===== config.mk =====
export PLATFORM = sky130hd
export DESIGN_NAME = result_fifo
export DESIGN_NICKNAME = d
export VERILOG_FILES = /design/src/rtl/result_fifo.sv
export SDC_FILE = /design/constraint.sdc
export NUM_CORES = 1
export LEC_CHECK = 0
export ABC_AREA = 1
export CORE_MARGIN = 1
export CORE_UTILIZATION = 62
export DETAILED_ROUTE_END_ITERATION = 10
export GPL_TIMING_DRIVEN = 1
export PLACE_DENSITY = 0.95
export SETUP_SLACK_MARGIN = 0.02
export SLEW_MARGIN = 20
export SYNTH_ARGS = -nofsm -noshare
export SYNTH_HDL_FRONTEND = slang
export SYNTH_SLANG_ARGS = --single-unit

===== constraint.sdc =====
create_clock -name clk -period 4.39 [get_ports clk]
set_input_delay 0.878 -clock clk [delete_from_list [all_inputs] [get_ports clk]]
set_output_delay 0.878 -clock clk [all_outputs]
set_load 0.01 [all_outputs]

===== src/rtl/result_fifo.sv =====
// result_fifo: ordered result-word buffer between the engine datapath and its consumer.
// Optional RESULT_FIFO_ALMOST_FULL_EN adds a registered almost_full output.
module result_fifo #(
    parameter int DATA_W = 16,
    parameter int DEPTH  = 8,
    parameter int ADDR_W = 3
) (
    input  logic              clk,
    input  logic              rst,
    input  logic              wr_req,
    input  logic [DATA_W-1:0] wr_data,
    output logic              full,
    input  logic              rd_req,
    output logic [DATA_W-1:0] rd_data,
    output logic              rd_valid,
    output logic              empty,
    output logic [ADDR_W:0]   count,
    output logic              overflow,
    output logic              underflow,
    input  logic              clr_err
`ifdef RESULT_FIFO_ALMOST_FULL_EN
    ,
    output logic              almost_full
`endif
);

    localparam logic [ADDR_W:0] DEPTH_C = (ADDR_W+1)'(DEPTH);

    logic [DATA_W-1:0] mem [DEPTH];
    logic [ADDR_W-1:0] wr_ptr;
    logic [ADDR_W-1:0] rd_ptr;
    logic [ADDR_W:0]   count_next;
    logic              wr_ok;
    logic              rd_ok;

    assign full  = (count == DEPTH_C);
    assign empty = (count == '0);

    // Acceptance: a read frees a slot in the same cycle, so a full FIFO still takes a write alongside it.
    always_comb begin
        rd_ok      = rd_req & ~empty;
        wr_ok      = wr_req & (~full | rd_ok);
        count_next = count;
        case ({wr_ok, rd_ok})
            2'b10:   count_next = count + 1'b1;
            2'b01:   count_next = count - 1'b1;
            default: count_next = count;
        endcase
    end

    // Storage array, deliberately not reset.
    always_ff @(posedge clk) begin
        if (wr_ok) begin
            mem[wr_ptr] <= wr_data;
        end
    end

    // Pointers and explicit occupancy counter.
    always_ff @(posedge clk or posedge rst) begin
        if (rst) begin
            wr_ptr <= '0;
            rd_ptr <= '0;
            count  <= '0;
        end else begin
            if (wr_ok) begin
                wr_ptr <= wr_ptr + 1'b1;
            end
            if (rd_ok) begin
                rd_ptr <= rd_ptr + 1'b1;
            end
            count <= count_next;
        end
    end

    // Registered read port; rd_data holds its value between pops.
    always_ff @(posedge clk or posedge rst) begin
        if (rst) begin
            rd_data  <= '0;
            rd_valid <= 1'b0;
        end else begin
            rd_valid <= rd_ok;
            if (rd_ok) begin
                rd_data <= mem[rd_ptr];
            end
        end
    end

    // Sticky misuse flags; a new error in the clearing cycle survives the clear.
    always_ff @(posedge clk or posedge rst) begin
        if (rst) begin
            overflow  <= 1'b0;
            underflow <= 1'b0;
        end else begin
            overflow  <= (overflow & ~clr_err) | (wr_req & ~wr_ok);
            underflow <= (underflow & ~clr_err) | (rd_req & empty);
        end
    end

`ifdef RESULT_FIFO_ALMOST_FULL_EN
    // Raised once fewer than four entries remain, i.e. a whole batch no longer fits.
    always_ff @(posedge clk or posedge rst) begin
        if (rst) begin
            almost_full <= 1'b0;
        end else begin
            almost_full <= (count_next > (ADDR_W+1)'(DEPTH - 4));
        end
    end
`endif

endmodule


# Yosys cells after proc, flatten, opt, wreduce, memory -nomap -nowiden
# Memory sizes are Yosys's and may differ from the RTL's. A register that Yosys moved wholly into a read port is not among the register bits.
# Index checks and enable logic that the tools add are counted.
[totals]
output_inout_bits = 25
n_memories = 1
mem_bits_rw = 128
in_bits = 21
reg_bits = 13
word_cells = 32
[op_classes]
muxes = 3
n_reduce_logical = 2
add_sub_neg = 4
eq_ne = 3
bitwise = 13
[memory_table]
columns = ["name", "words", "word_bits", "read_ports", "rd_clocked_by_memory_dff", "write_ports", "line_no", "text"]
rows = [
  ["mem", 8, 16, 1, 1, 1, "29", "logic [DATA_W-1:0] mem [DEPTH];"],
]
[ops]
columns = ["cell", "count"]
rows = [
  ["$pmux W4 S2", 1],
  ["$add A3 B1 Y3 const B", 2],
  ["$and A1 B1 Y1", 6],
  ["$add A4 B1 Y4 const B", 1],
  ["$eq A4 B4 Y1 const B", 1],
  ["$logic_not A4 Y1", 1],
  ["$not A1 Y1", 4],
  ["$sub A4 B1 Y4 const B", 1],
  ["$or A1 B1 Y1", 3],
  ["$eq A2 B1 Y1 const B", 1],
  ["$eq A2 B2 Y1 const B", 1],
  ["$mux W1", 2],
  ["$reduce_bool A2 Y1", 1],
]

# Logic depth before layout (Yosys ltp)
[depth]
ltp_word = 8
mapped_depth = 14
ltp_nobuf = 13

# Least setup slack after synthesis
# Ideal clock, no wire load.
[synth_timing]
kind = "in2reg"
from = "in rd_req"
to = "mem mem[0][0] (enable)"
slack_ps = 1863
path_stages = 5
required_time_ps = 4002
setup_ps = 388
t_arrival_ps = 2139
path_buffers = 0
cell_sequence = "inv_1 -> nand4_1 -> nand2_1 -> or2_1 -> nor2_1"
[synth_between]
elab_chain_cells = 5
[synth_lines]
columns = ["element", "line_no", "text"]
rows = [
  ["start: declaration", "13", "input logic rd_req,"],
  ["$and A1 B1 Y1", "41", "rd_ok = rd_req & ~empty;"],
  ["$or A1 B1 Y1", "42", "wr_ok = wr_req & (~full | rd_ok);"],
  ["$and A1 B1 Y1", "42", ""],
  ["$mux W1", "53", "if (wr_ok) begin"],
  ["$mux W1 (not written as such)", "54", "mem[wr_ptr] <= wr_data;"],
  ["end: declaration", "29", ""],
]
# Every way passes these cells.

# Worst setup path in the final report
[layout_timing]
from = "reg count[1]"
to = "out full"
[layout_between]
elab_chain_cells = 1
[layout_lines]
columns = ["element", "line_no", "text"]
rows = [
  ["start: declaration", "17", "output logic [ADDR_W:0] count,"],
  ["start signal: assignment", "71", "count <= count_next;"],
  ["$eq A4 B4 Y1", "36", "assign full = (count == DEPTH_C);"],
  ["end: declaration", "12", "output logic full,"],
]
# Every way passes these cells.

==> Flow_metrics.wiki <==
{| class="wikitable"
! Metric !! Value
|-
| Result of the run || completed
|-
| First-pass detailed-route iteration total || 5
|-
| Count of instances resized after the clock tree is built || 0
|-
| Min cycle time layout || 2830 ps
|-
| Gate count of the mapped netlist || ~540
|-
| Max clock buf depth || 2
|-
| Minimum setup slack among reg-to-reg paths || 1840 ps
|-
| Sum of routed wire length over all layers || between 10,000 and 15,000 µm
|-
| DRC violation count after routing || 0
|-
| Hold crit path type || reg2reg
|-
| Worst min-delay path startpoint || rd_data[4]$_DFFE_PP0P_
|-
| Post-route cell area || 7420 µm²
|-
| Grt ovf || 0
|-
| Count of cells along the worst register-to-register path || 6
|-
| Root Buffer Master || sky130_fd_sc_hd__clkbuf_8
|-
| Worst-path clk slew || 70 ps
|-
| Synthesized net count || 562
|-
| Pin slew with the least headroom to its limit || between 900 and 1000 ps
|-
| CTS tree || built
|-
| Peak Freq || 0.353 GHz
|-
| Drt first-iter violations || 469
|-
| Count of buffers from port buffering || 45
|-
| Total Nets Final || 611
|-
| Routed length per placed instance || a little over 20 µm
|-
| Proportion of synthesized flip-flops having asynchronous set or reset || between 10% and 20%
|-
| Clock latency at the later pin of the worst-skew pair || 530 ps
|-
| N_diodes || 0
|-
| Row count || 36
|-
| Hold buffer count at cts || 0
|-
| Post-CTS Setup Repair Bufs || 0
|-
| Areal power density over the cells || about 700 nW/µm²
|-
| Number of global-route vias before repair || 4,382
|-
| Post-route ant nets || 0
|-
| Critical path class || reg2out
|-
| Post-DP HPWL || 7870 µm
|-
| Worst hold path stage count || 2
|-
| Placeable Area || between 9000 and 10,000 µm²
|-
| Post-DP Area || 6840 µm²
|-
| Sequential area share after synthesis || 72.3%
|-
| Worst clock skew || ~9.1 ps
|-
| # clock sinks || 157
|-
| Die width || 103 µm
|-
| Final hold violation count || 0
|-
| Total number of yosys warnings || 0
|-
| Distinct cells, synth || 23
|-
| Final count of negative-setup-slack endpoints || 0
|-
| Overall track demand over capacity in global routing || a little under a third
|-
| Cts bufs inserted || 17
|-
| Number of antenna violations at the first check in global routing || 0
|-
| Slew HR || 36.7%
|-
| Starting Density || 64.4%
|-
| Worst Path Arrival || 1950 ps
|-
| Overall die height || 103 µm
|-
| Global-route wire length before repair || 22,500 µm
|-
| Via total after detailed routing || between 4,000 and 5,000
|-
| Share of layout cells above drive strength 1 || 8.19%
|-
| Die Footprint || around 11,000 µm²
|-
| Final number of max-transition violations || 0
|-
| Largest net degree at the start of global routing || 68
|-
| Sort of element at the start of the critical path || register
|-
| Syn Std Cell Area || 6320 µm²
|-
| Leakage power || 0.00275 µW
|-
| H-tree levels || 4
|-
| Launching point of the worst reg2reg path || rd_ptr[0]$_DFFE_PP0P_
|-
| Number of top-level pins || 46
|-
| Endpoint of the worst-slack reg-to-reg timing path || rd_data[15]$_DFFE_PP0P_
|-
| Avg Inst Size Synth || 11.8 µm²
|-
| Routed vias/inst || 6.10
|-
| RePlAce Congestion || 0.795
|-
| Category of the worst setup path capture point || output port
|-
| End point of the worst hold path || rd_data[4]$_DFFE_PP0P_
|-
| Worst vdd ir || ~400 µV
|-
| Fill cell count || 560
|-
| RSZ-0062 raised after global routing || no
|-
| Data required, critical path || 3510 ps
|-
| Share of the clock period used by the worst path after layout || 64.5%
|-
| Dominant synthesized flop cell || sky130_fd_sc_hd__edfxtp_1
|-
| CP Max Fanout || 7
|-
| Synth-to-layout area growth || 17.4%
|-
| Number of flip-flops and latches in the synthesized netlist || roughly 160
|-
| Max-cap violation count || 0
|-
| Setup tns final || 0 ps
|-
| Launching element of the worst setup path || count[1]$_DFFE_PP0P_
|-
| EDFF count, synth || 128
|}
[critical path, stage by stage (launching register included)]
cell                              delay [ps]
sky130_fd_sc_hd__dfrtp_1                 450
sky130_fd_sc_hd__nor4_1                  360
sky130_fd_sc_hd__clkdlybuf4s50_1         600
[registers in the layout (all words and copies together), names as in the netlist]
signal     flops
count          4
mem          128
overflow       1
rd_data       16
rd_ptr         3
rd_valid       1
underflow      1
wr_ptr         3
[metal layers]
metal,up-vias,share of wire [%],GRT usage (%)
li1,1943,-,-
met5,-,0,0
met2,337,51,50.2
met4,0,5.0,19.6
met3,79,10,7.93
met1,2103,34,34.7
[how the worst max path moves through the flow]
stage	slack (ps)	cells past startpoint	endpoint
after global placement	1480	12	count[2]$_DFFE_PP0P_
after global routing	1490	2	full
after detailed placement	1350	12	count[2]$_DFFE_PP0P_
after CTS	1540	2	full
final	1560	2	full
after floorplan	1860	5	mem[0][0]$_DFFE_PP_
[Yosys cell counts (2+ instances only)]
cell	number	area, µm²
sky130_fd_sc_hd__nor2_1	140	526
sky130_fd_sc_hd__edfxtp_1	128	3840
sky130_fd_sc_hd__nand2_1	55	206
sky130_fd_sc_hd__nand3_1	53	265
sky130_fd_sc_hd__o21ai_0	51	255
sky130_fd_sc_hd__dfrtp_1	29	726
sky130_fd_sc_hd__o21ai_1	18	90.1
sky130_fd_sc_hd__inv_1	15	56.3
sky130_fd_sc_hd__buf_6	8	90.1
sky130_fd_sc_hd__buf_2	7	35.0
sky130_fd_sc_hd__clkbuf_1	7	26.3
sky130_fd_sc_hd__ha_1	5	62.6
sky130_fd_sc_hd__buf_4	4	30.0
sky130_fd_sc_hd__xor2_1	4	35.0
sky130_fd_sc_hd__inv_2	3	11.3
sky130_fd_sc_hd__xnor2_1	2	17.5
[through the flow]
stage	std cells	power, µW	setup WS, ps	hold slack, ps	util, %
floorplan	536	3170	1860	483	-
global placement	699	3580	1480	462	69.7
detailed placement	699	3710	1350	473	69.7
CTS	731	5180	1540	490	75.5
global route	731	5440	1490	520	75.5
finish	731	5210	1560	487	75.5
[logic make-up after synthesis]
kind of cell / share of synthesized area [%]
AND/OR/NAND/NOR: 16.3
flip-flops: 72.3
AO/OA/AOI/OAI: 5.64
buffers and inverters: 4.00
XOR/XNOR: 0.831
adder cells (fa/ha/maj): 0.990
[final cells by class]
cell class	instances	area, µm²	share of cell area [%]
Inverter	19	71.3	0.961
Tap cell	133	166	2.24
Sequential cell	157	4570	61.6
Multi-Input combinational cell	334	1500	20.2
Clock inverter	15	164	2.21
Timing Repair Buffer	56	533	7.19
Clock buffer	17	414	5.58
[cell usage in the layout, fill, tap and decap left out, types with 2 or more instances in the layout]
| cell | Yosys | routed |
|---|---|---|
| sky130_fd_sc_hd__buf_4 | 4 | 11 |
| sky130_fd_sc_hd__clkbuf_16 | 0 | 16 |
| sky130_fd_sc_hd__o21ai_1 | 18 | 18 |
| sky130_fd_sc_hd__nor2_1 | 140 | 140 |
| sky130_fd_sc_hd__xnor2_1 | 2 | 2 |
| sky130_fd_sc_hd__ha_1 | 5 | 5 |
| sky130_fd_sc_hd__bufinv_16 | 0 | 2 |
| sky130_fd_sc_hd__clkdlybuf4s50_1 | 0 | 45 |
| sky130_fd_sc_hd__clkinv_1 | 1 | 2 |
| sky130_fd_sc_hd__clkinvlp_4 | 0 | 6 |
| sky130_fd_sc_hd__nand2_1 | 55 | 55 |
| sky130_fd_sc_hd__o21ai_0 | 51 | 51 |
| sky130_fd_sc_hd__xor2_1 | 4 | 4 |
| sky130_fd_sc_hd__inv_1 | 15 | 13 |
| sky130_fd_sc_hd__edfxtp_1 | 128 | 128 |
| sky130_fd_sc_hd__inv_6 | 0 | 4 |
| sky130_fd_sc_hd__nand3_1 | 53 | 53 |
| sky130_fd_sc_hd__dfrtp_1 | 29 | 28 |
| sky130_fd_sc_hd__inv_2 | 3 | 5 |
[power breakdown]
group | leakage [µW] | switching [µW] | total (µW) | internal [µW]
Sequential | 0.00151 | 163 | 2070 | 1900
Clock | 0.000263 | 608 | 1430 | 818
Combinational | 0.000969 | 1120 | 1720 | 598
No activity file was read; power rests on OpenSTA's default activity.
